File: src/rtl/div_iterative_pkg.sv
// -----------------------------------------------------------------------------
// div_iterative_pkg
// Purpose : Shared definitions for the iterative divider slice: the default
//           operand width and the 2-bit FSM state encoding used by the top.
// Ports   : none (package)
// -----------------------------------------------------------------------------
package div_iterative_pkg;

  localparam int DIV_WIDTH = 32;

  typedef enum logic [1:0] {
    DIV_IDLE  = 2'b00,
    DIV_DZERO = 2'b01,
    DIV_BUSY  = 2'b10,
    DIV_DONE  = 2'b11
  } divState_t;

endpackage

File: src/rtl/div_iterative_if.sv
// -----------------------------------------------------------------------------
// div_iterative_if
// Purpose : Request/response bundle between the divide controller (master)
//           and the iterative divider core (slave).
// Signals : signed_div_i  1 = two's-complement divide, 0 = unsigned
//           opdata1_i     dividend
//           opdata2_i     divisor
//           start_i       request, held high until ready_o
//           annul_i       abort an in-flight divide
//           result_o      {remainder, quotient}
//           ready_o       result_o valid
// -----------------------------------------------------------------------------
interface div_iterative_if
  import div_iterative_pkg::*;
#(
  parameter int WIDTH = DIV_WIDTH
);

  logic               signed_div_i;
  logic [WIDTH-1:0]   opdata1_i;
  logic [WIDTH-1:0]   opdata2_i;
  logic               start_i;
  logic               annul_i;
  logic [2*WIDTH-1:0] result_o;
  logic               ready_o;

  // The controller side drives the request and consumes the result
  modport master (
    output signed_div_i, opdata1_i, opdata2_i, start_i, annul_i,
    input  result_o, ready_o
  );

  // The divider core consumes the request and drives the result
  modport slave (
    input  signed_div_i, opdata1_i, opdata2_i, start_i, annul_i,
    output result_o, ready_o
  );

endinterface

File: src/rtl/div_iterative_step.sv
// -----------------------------------------------------------------------------
// div_iterative_step
// Purpose : One combinational restoring-division iteration. The working
//           register holds {partial remainder (W+1 bits), dividend/quotient
//           bits (W bits)}. It is shifted left once, then the divisor is
//           trial-subtracted from the upper W+1 bits.
// Ports   : i_work     working register before the iteration (2W+1 bits)
//           i_divisor  magnitude of the divisor (W bits)
//           o_work     working register after the iteration (2W+1 bits)
// -----------------------------------------------------------------------------
module div_iterative_step
  import div_iterative_pkg::*;
#(
  parameter int WIDTH = DIV_WIDTH
) (
  input  logic [2*WIDTH:0] i_work,
  input  logic [WIDTH-1:0] i_divisor,
  output logic [2*WIDTH:0] o_work
);

  logic [2*WIDTH:0] w_shifted;
  logic [WIDTH+1:0] w_diff;
  logic             w_unusedMsb;

  // The partial remainder is always below the divisor, so the top bit of the
  // working register is zero on entry and is dropped by the shift.
  assign w_unusedMsb = i_work[2*WIDTH];
  assign w_shifted   = {i_work[2*WIDTH-1:0], 1'b0};

  // One extra bit on the subtraction gives the sign of the trial difference
  assign w_diff = {1'b0, w_shifted[2*WIDTH:WIDTH]} - {2'b00, i_divisor};

  // A non-negative difference becomes the new remainder and shifts in a 1;
  // otherwise the shifted value (already carrying a 0) is kept as the restore.
  assign o_work = w_diff[WIDTH+1] ? w_shifted
                                  : {w_diff[WIDTH:0], w_shifted[WIDTH-1:1], 1'b1};

endmodule

File: src/rtl/div_iterative.sv
// -----------------------------------------------------------------------------
// div_iterative
// Purpose : Multi-cycle radix-2 restoring divider, signed or unsigned, sitting
//           under the divide controller. Produces {remainder, quotient}.
// Ports   : clk  clock, all state on the rising edge
//           rst  asynchronous reset, active-low
//           bus  div_iterative_if.slave (operands, start/annul, result/ready)
// -----------------------------------------------------------------------------
module div_iterative
  import div_iterative_pkg::*;
#(
  parameter int WIDTH = DIV_WIDTH
) (
  input  logic             clk,
  input  logic             rst,
  div_iterative_if.slave   bus
);

  localparam int                   CNT_WIDTH = $clog2(WIDTH + 1);
  localparam logic [CNT_WIDTH-1:0] LAST_CNT  = CNT_WIDTH'(WIDTH);

  divState_t          r_state;
  divState_t          w_nextState;
  logic [CNT_WIDTH-1:0] r_cnt;
  logic [2*WIDTH:0]   r_work;
  logic [2*WIDTH:0]   w_stepWork;
  logic [WIDTH-1:0]   r_divisor;
  logic               r_dividendNeg;
  logic               r_divisorNeg;
  logic               r_signedDiv;
  logic [2*WIDTH-1:0] r_result;
  logic               r_ready;

  logic               w_accept;
  logic               w_divisorZero;
  logic [WIDTH-1:0]   w_absDividend;
  logic [WIDTH-1:0]   w_absDivisor;
  logic [WIDTH-1:0]   w_quotient;
  logic [WIDTH-1:0]   w_remainder;

  logic               w_loadOperands;
  logic               w_doStep;
  logic               w_loadResult;
  logic               w_setZeroResult;
  logic               w_clearOutputs;

  assign w_accept      = bus.start_i && !bus.annul_i;
  assign w_divisorZero = (bus.opdata2_i == '0);

  // Operands are divided as magnitudes; the most negative value negates to
  // itself, which is the correct unsigned magnitude 2^(W-1).
  assign w_absDividend = (bus.signed_div_i && bus.opdata1_i[WIDTH-1]) ? -bus.opdata1_i
                                                                      : bus.opdata1_i;
  assign w_absDivisor  = (bus.signed_div_i && bus.opdata2_i[WIDTH-1]) ? -bus.opdata2_i
                                                                      : bus.opdata2_i;

  // Sign fix: quotient negative when signs differ, remainder follows dividend
  assign w_quotient  = (r_signedDiv && (r_dividendNeg ^ r_divisorNeg)) ? -r_work[WIDTH-1:0]
                                                                       : r_work[WIDTH-1:0];
  assign w_remainder = (r_signedDiv && r_dividendNeg) ? -r_work[2*WIDTH-1:WIDTH]
                                                      : r_work[2*WIDTH-1:WIDTH];

  div_iterative_step #(
    .WIDTH (WIDTH)
  ) u_step (
    .i_work    (r_work),
    .i_divisor (r_divisor),
    .o_work    (w_stepWork)
  );

  // State register
  always_ff @(posedge clk or negedge rst) begin
    if (!rst) begin
      r_state <= DIV_IDLE;
    end else begin
      r_state <= w_nextState;
    end
  end

  // Next-state logic: annul only matters before the result exists, and DONE
  // waits for the controller to drop start so each result is seen once.
  always_comb begin
    w_nextState = r_state;
    case (r_state)
      DIV_IDLE: begin
        if (w_accept) begin
          w_nextState = w_divisorZero ? DIV_DZERO : DIV_BUSY;
        end
      end
      DIV_DZERO: begin
        w_nextState = bus.annul_i ? DIV_IDLE : DIV_DONE;
      end
      DIV_BUSY: begin
        if (bus.annul_i) begin
          w_nextState = DIV_IDLE;
        end else if (r_cnt == LAST_CNT) begin
          w_nextState = DIV_DONE;
        end
      end
      DIV_DONE: begin
        if (!bus.start_i) begin
          w_nextState = DIV_IDLE;
        end
      end
      default: w_nextState = DIV_IDLE;
    endcase
  end

  // Output decode: turns the current state into the datapath strobes that
  // the registered datapath below acts on.
  always_comb begin
    w_loadOperands  = 1'b0;
    w_doStep        = 1'b0;
    w_loadResult    = 1'b0;
    w_setZeroResult = 1'b0;
    w_clearOutputs  = 1'b0;
    case (r_state)
      DIV_IDLE: begin
        w_clearOutputs = 1'b1;
        w_loadOperands = w_accept && !w_divisorZero;
      end
      DIV_DZERO: begin
        w_setZeroResult = !bus.annul_i;
      end
      DIV_BUSY: begin
        if (!bus.annul_i) begin
          if (r_cnt == LAST_CNT) begin
            w_loadResult = 1'b1;
          end else begin
            w_doStep = 1'b1;
          end
        end
      end
      DIV_DONE: begin
        w_clearOutputs = !bus.start_i;
      end
      default: w_clearOutputs = 1'b1;
    endcase
  end

  // Operand capture and iteration: the magnitudes and sign bits are latched
  // at start so later operand changes cannot disturb the divide in flight.
  always_ff @(posedge clk or negedge rst) begin
    if (!rst) begin
      r_work        <= '0;
      r_divisor     <= '0;
      r_dividendNeg <= 1'b0;
      r_divisorNeg  <= 1'b0;
      r_signedDiv   <= 1'b0;
      r_cnt         <= '0;
    end else if (w_loadOperands) begin
      r_work        <= {{(WIDTH+1){1'b0}}, w_absDividend};
      r_divisor     <= w_absDivisor;
      r_dividendNeg <= bus.opdata1_i[WIDTH-1];
      r_divisorNeg  <= bus.opdata2_i[WIDTH-1];
      r_signedDiv   <= bus.signed_div_i;
      r_cnt         <= '0;
    end else if (w_doStep) begin
      r_work <= w_stepWork;
      r_cnt  <= r_cnt + CNT_WIDTH'(1);
    end
  end

  // Registered result and ready towards the controller
  always_ff @(posedge clk or negedge rst) begin
    if (!rst) begin
      r_result <= '0;
      r_ready  <= 1'b0;
    end else if (w_loadResult) begin
      r_result <= {w_remainder, w_quotient};
      r_ready  <= 1'b1;
    end else if (w_setZeroResult) begin
      r_result <= '0;
      r_ready  <= 1'b1;
    end else if (w_clearOutputs) begin
      r_result <= '0;
      r_ready  <= 1'b0;
    end
  end

  assign bus.result_o = r_result;
  assign bus.ready_o  = r_ready;

endmodule

File: src/flat_wrapper.sv
// flat-port wrapper written by rule: the top's interface ports become plain ports
module div_iterative_flat import div_iterative_pkg::*;
#(
  parameter int WIDTH = DIV_WIDTH
)
  (clk, rst, bus_signed_div_i, bus_opdata1_i, bus_opdata2_i, bus_start_i, bus_annul_i, bus_result_o, bus_ready_o);
  div_iterative_if #(.WIDTH(WIDTH)) bus_i ();
  input  logic clk;
  input  logic rst;
  input wire logic [$bits(bus_i.signed_div_i)-1:0] bus_signed_div_i;
  input wire logic [$bits(bus_i.opdata1_i)-1:0] bus_opdata1_i;
  input wire logic [$bits(bus_i.opdata2_i)-1:0] bus_opdata2_i;
  input wire logic [$bits(bus_i.start_i)-1:0] bus_start_i;
  input wire logic [$bits(bus_i.annul_i)-1:0] bus_annul_i;
  output wire logic [$bits(bus_i.result_o)-1:0] bus_result_o;
  output wire logic [$bits(bus_i.ready_o)-1:0] bus_ready_o;
  assign bus_i.signed_div_i = bus_signed_div_i;
  assign bus_i.opdata1_i = bus_opdata1_i;
  assign bus_i.opdata2_i = bus_opdata2_i;
  assign bus_i.start_i = bus_start_i;
  assign bus_i.annul_i = bus_annul_i;
  assign bus_result_o = bus_i.result_o;
  assign bus_ready_o = bus_i.ready_o;
  div_iterative #(.WIDTH(WIDTH)) u_core (.clk(clk), .rst(rst), .bus(bus_i));
endmodule
File: config.mk
export PLATFORM = sky130hd
export DESIGN_NAME = div_iterative_flat
export DESIGN_NICKNAME = d
export VERILOG_FILES = /design/src/rtl/div_iterative_pkg.sv /design/src/rtl/div_iterative_if.sv /design/src/rtl/div_iterative_step.sv /design/src/rtl/div_iterative.sv /design/src/flat_wrapper.sv
export SDC_FILE = /design/constraint.sdc
export NUM_CORES = 1
export LEC_CHECK = 0
export BUFFER_PORTS_ARGS = -buffer_cell sky130_fd_sc_hd__buf_4
export CORE_MARGIN = 2
export CORE_UTILIZATION = 45
export DETAILED_ROUTE_END_ITERATION = 10
export GPL_TIMING_DRIVEN = 0
export PLACE_DENSITY_LB_ADDON = 0.15
export SYNTH_ARGS = -nofsm -noshare
export SYNTH_HDL_FRONTEND = slang
export SYNTH_SLANG_ARGS = --single-unit
File: constraint.sdc
create_clock -name clk -period 2.8 [get_ports clk]
set_clock_uncertainty 0.1 [all_clocks]
set_input_delay 0.56 -clock clk [delete_from_list [all_inputs] [get_ports clk]]
set_output_delay 0.56 -clock clk [all_outputs]
set_load 0.03 [all_outputs]
==> impl_results.md <==
- Status: finished, violations left
- Failing checks: setup timing
- Worst Tran Pin Value: 0.7772 ns
- CTS Sinks: 172
- TritonCTS Buffers: 17
- Die H: 162.8 microns
- Max Cap Violations: 0
- Final HPWL DP: 24730 microns
- Max Slew Vio Count: 0
- Internal cell power: 9.546 mW
- Fin Setup TNS: -0.4747 ns
- Sequential area share after synthesis: 37.92%
- Cell Pwr Density: 1193 nW/um^2
- Detailed-route wire length per cell: 17.69 microns
- Final ANT Viol Nets: 0
- Worst endpoint required time: 2.99 ns
- Worst Path Max Fanout: 2
- Die area: 26510 sq um
- Sequential share of power: 24.6%
- R2r setup slk: -0.17 ns
- Top_reg_cell synth: dfrtp_1
- Drt total wl: 34220 microns
- HP Class: input port to asynchronous set/reset pin
- Via density: 5.550
- Row count: 58
- Final hold violation count: 0
- H-tree levels: 4
- Slew margin rel.: 48.19%
- Core Util, Final: 59.51%
- Final Cycle Share: 106.1%
- CP Class: register to register
- Overall via count from detail_route: 10739
- First-pass GRT wire length: 52760 microns
- Avg Cell Area, Syn: 8.118 sq um
- GRT Total Usage: 25.12%
- Worst-Skew Late Latency: 0.43 ns
- CP max-delay cell: dfrtp_1
- Area growth from synthesis to layout: 30.89%
- Sw power: 8.170 mW
- Starting Density: 45.46%
- YS warnings: 0
- Async SR Flop Fraction: 100.0%
- CTS root buffer: clkbuf_16
- Clk slew on worst S/H paths: 0.08 ns
- FILL cells: 2317
- Max incr delay on CP: 0.39 ns
- Antenna violations before repair: 0
- Seq cells post-synth: 172
- Setup ws final: -0.1719 ns
- Crit path capture type: register
- Max Root-Sink Buffers: 2
- CP Cell Sequence: inv_2 > ha_4 > inv_2 > fa_2 > a21o_1 > a221o_1 > nand4_1 > a21oi_2 > o311ai_4 > buf_4 > a31oi_4 > xnor2_1 > mux2i_1 > a21oi_1
- I/O pin cnt: 134
- Number of synthesized flops with an enable pin: 0
- Sw Ratio: 46.12%
- Starting DRT DRC Count: 732
- Setup violations, final: 7
- RSZ-0062 raised after global routing: yes
- Clk network pwr share: 14.2%
- Most frequent CP cell: inv_2
- Worst Path Arrival: 3.16 ns
- Largest net degree at the start of global routing: 101
- Max Freq: 336.5 MHz
- LEAKAGE: 6.433 nW
- Number of diodes: 0
- Core Footprint: 24960 sq um
- Layout cells sized above 1: 24.11%
- Area of the multi-input gates: 7308 sq um
- Crit start category: register
- Distinct cells, synth: 58
- Tmin final: 2.972 ns
- GPL Wtd Cong: 0.9183
- Syn Inst Count: 1398
- Worst reg2reg path depth: 14
- First-pass DRT Iterations: 5
- Sequential cell area: 4324 sq um
- Comb power frac: 61.3%
- DRC Markers: 0
- Peak supply drop: 0.5871 mV
- Final #Nets: 1704
- Chip Width: 162.8 microns
- Cell Area, Synth: 11350 sq um
- Vias in the first global route: 10148
- IO buf count: 133
- Post-synth net total: 1510
- TritonCTS clock tree: done
- Grt total ovfl: 0
[final cells by class]
class	instances	area share [%]
clock buffers	20	3.142
clock inverters	12	0.9939
well taps	330	2.779
plain buffers	61	2.560
multi-input cells	1088	49.20
flip-flops and latches	172	29.11
repair buffers	182	10.33
inverters	70	1.887
[placed cells by master, fill, tap and decap left out, types with 12 or more instances in the layout]
| master | instances |
|---|---|
| a21oi_1 | 103 |
| a21oi_2 | 13 |
| a31oi_1 | 34 |
| buf_4 | 172 |
| clkbuf_1 | 41 |
| clkbuf_16 | 24 |
| dfrtp_1 | 156 |
| dfrtp_2 | 16 |
| ha_1 | 23 |
| ha_4 | 16 |
| inv_1 | 64 |
| mux2i_1 | 23 |
| nand2_1 | 223 |
| nand3_1 | 20 |
| nor2_1 | 97 |
| nor2_2 | 16 |
| nor3_1 | 12 |
| o21ai_0 | 142 |
| o21ai_1 | 15 |
| o21ai_2 | 16 |
| o31ai_1 | 13 |
| xnor2_1 | 89 |
| xor2_1 | 58 |
[sequential cells by signal, indices dropped and copies added, names as in the netlist]
signal                count
u_core.r_dividendNeg      1
u_core.r_divisorNeg       1
u_core.bus.result_o      64
u_core.r_divisor         32
u_core.r_signedDiv        1
u_core.r_state            2
u_core.bus.ready_o        1
u_core.r_cnt              6
u_core.r_work            64
[power groups by stage]
stage / logic (mW) / clock network (mW) / registers, mW
2_1_floorplan: 6.87 / 0 / 3.96
3_3_place_gp: 8.74 / 0 / 4.22
3_5_place_dp: 8.85 / 0 / 4.25
4_1_cts: 9.61 / 2.53 / 4.26
5_1_grt: 11.9 / 2.64 / 4.47
6_report: 10.9 / 2.51 / 4.35
[synthesized netlist by cell type (8+ instances only)]
cell type | n | share of area [%]
and2_1 | 9 | 0.50
nor3_1 | 20 | 0.88
o31ai_1 | 16 | 1.1
o21ai_0 | 173 | 7.6
mux2i_1 | 23 | 2.0
a21o_1 | 10 | 0.66
xor2_1 | 59 | 4.6
o21a_1 | 8 | 0.53
nand3_1 | 24 | 1.1
inv_1 | 70 | 2.3
o41ai_1 | 10 | 0.77
buf_2 | 9 | 0.40
nor2_1 | 115 | 3.8
ha_1 | 42 | 4.6
dfrtp_1 | 172 | 38
nor4_1 | 11 | 0.61
nand2b_1 | 10 | 0.55
a31oi_1 | 37 | 2.0
clkbuf_1 | 59 | 2.0
xnor2_1 | 89 | 6.9
or4_1 | 10 | 0.66
nand4_1 | 10 | 0.55
a21oi_1 | 116 | 5.1
nand2_1 | 224 | 7.4
[stage by stage]
step           hold slack, ns  cell area, sq um  instances  power (mW)  setup slack, ns
6_report              0.06966             14860       1935       17.72          -0.1719
5_1_grt                0.1409             14860       1935       19.01          -0.2453
4_1_cts               0.09271             14020       1906       16.40          -0.1323
3_5_place_dp           0.3712             12920       1862       13.10           -1.267
3_3_place_gp           0.3619             12890       1861       12.95           -1.187
2_1_floorplan          0.1644             11480       1398       10.83          -0.2853
[worst max-delay path: cells and delay by family, from the launching register on]
family,cells,cell delay [ns]
mux,1,0.14
simple gates,1,0.17
buf+inv,3,0.30
compound gates,6,1.09
xor+xnor,1,0.15
flops,1,0.39
fa+ha+maj,2,0.47
[layer usage]
| layer | GRT usage, % | share of wire (%) | vias to the layer above |
|---|---|---|---|
| met1 | 32.76 | 43 | 5139 |
| li1 | - | - | 5252 |
| met3 | 3.132 | 4.8 | 45 |
| met5 | 0 | 0 | - |
| met4 | 7.401 | 1.9 | 0 |
| met2 | 43.72 | 50 | 303 |
[path summary, 6_finish.rpt]
path | startpoint | endpoint
setup / recovery | u_core.r_work[31] | u_core.r_work[58]
hold / removal | rst | u_core.bus.result_o[28]
setup reg to reg | u_core.r_work[31] | u_core.r_work[58]
hold reg to reg | u_core.bus.result_o[11] | u_core.bus.result_o[11]
max in group asynchronous | rst | u_core.r_work[55]
min in group clk | bus_opdata1_i[31] | u_core.r_dividendNeg
[what timing repair did]
action,CTS,global route
cloned,0,6
endpoints found under the setup margin,170,157
pin swaps,33,20
gates resized for setup,84,124
setup buffers,17,26
hold buffers,0,0
[cells by family (layout without fill, tap and decap cells)]
group	count (synthesis)	after routing	synth area share [%]
DFF	172	172	37.92
buffers and inverters	138	345	4.663
adders and majority gates	43	43	4.806
muxes	23	23	2.028
xor gates and xnor gates	148	148	11.42
AOI/OAI and AO/OA	403	403	20.47
and+or+nand+nor	471	471	18.69
Power figures use the tool's default switching activity.
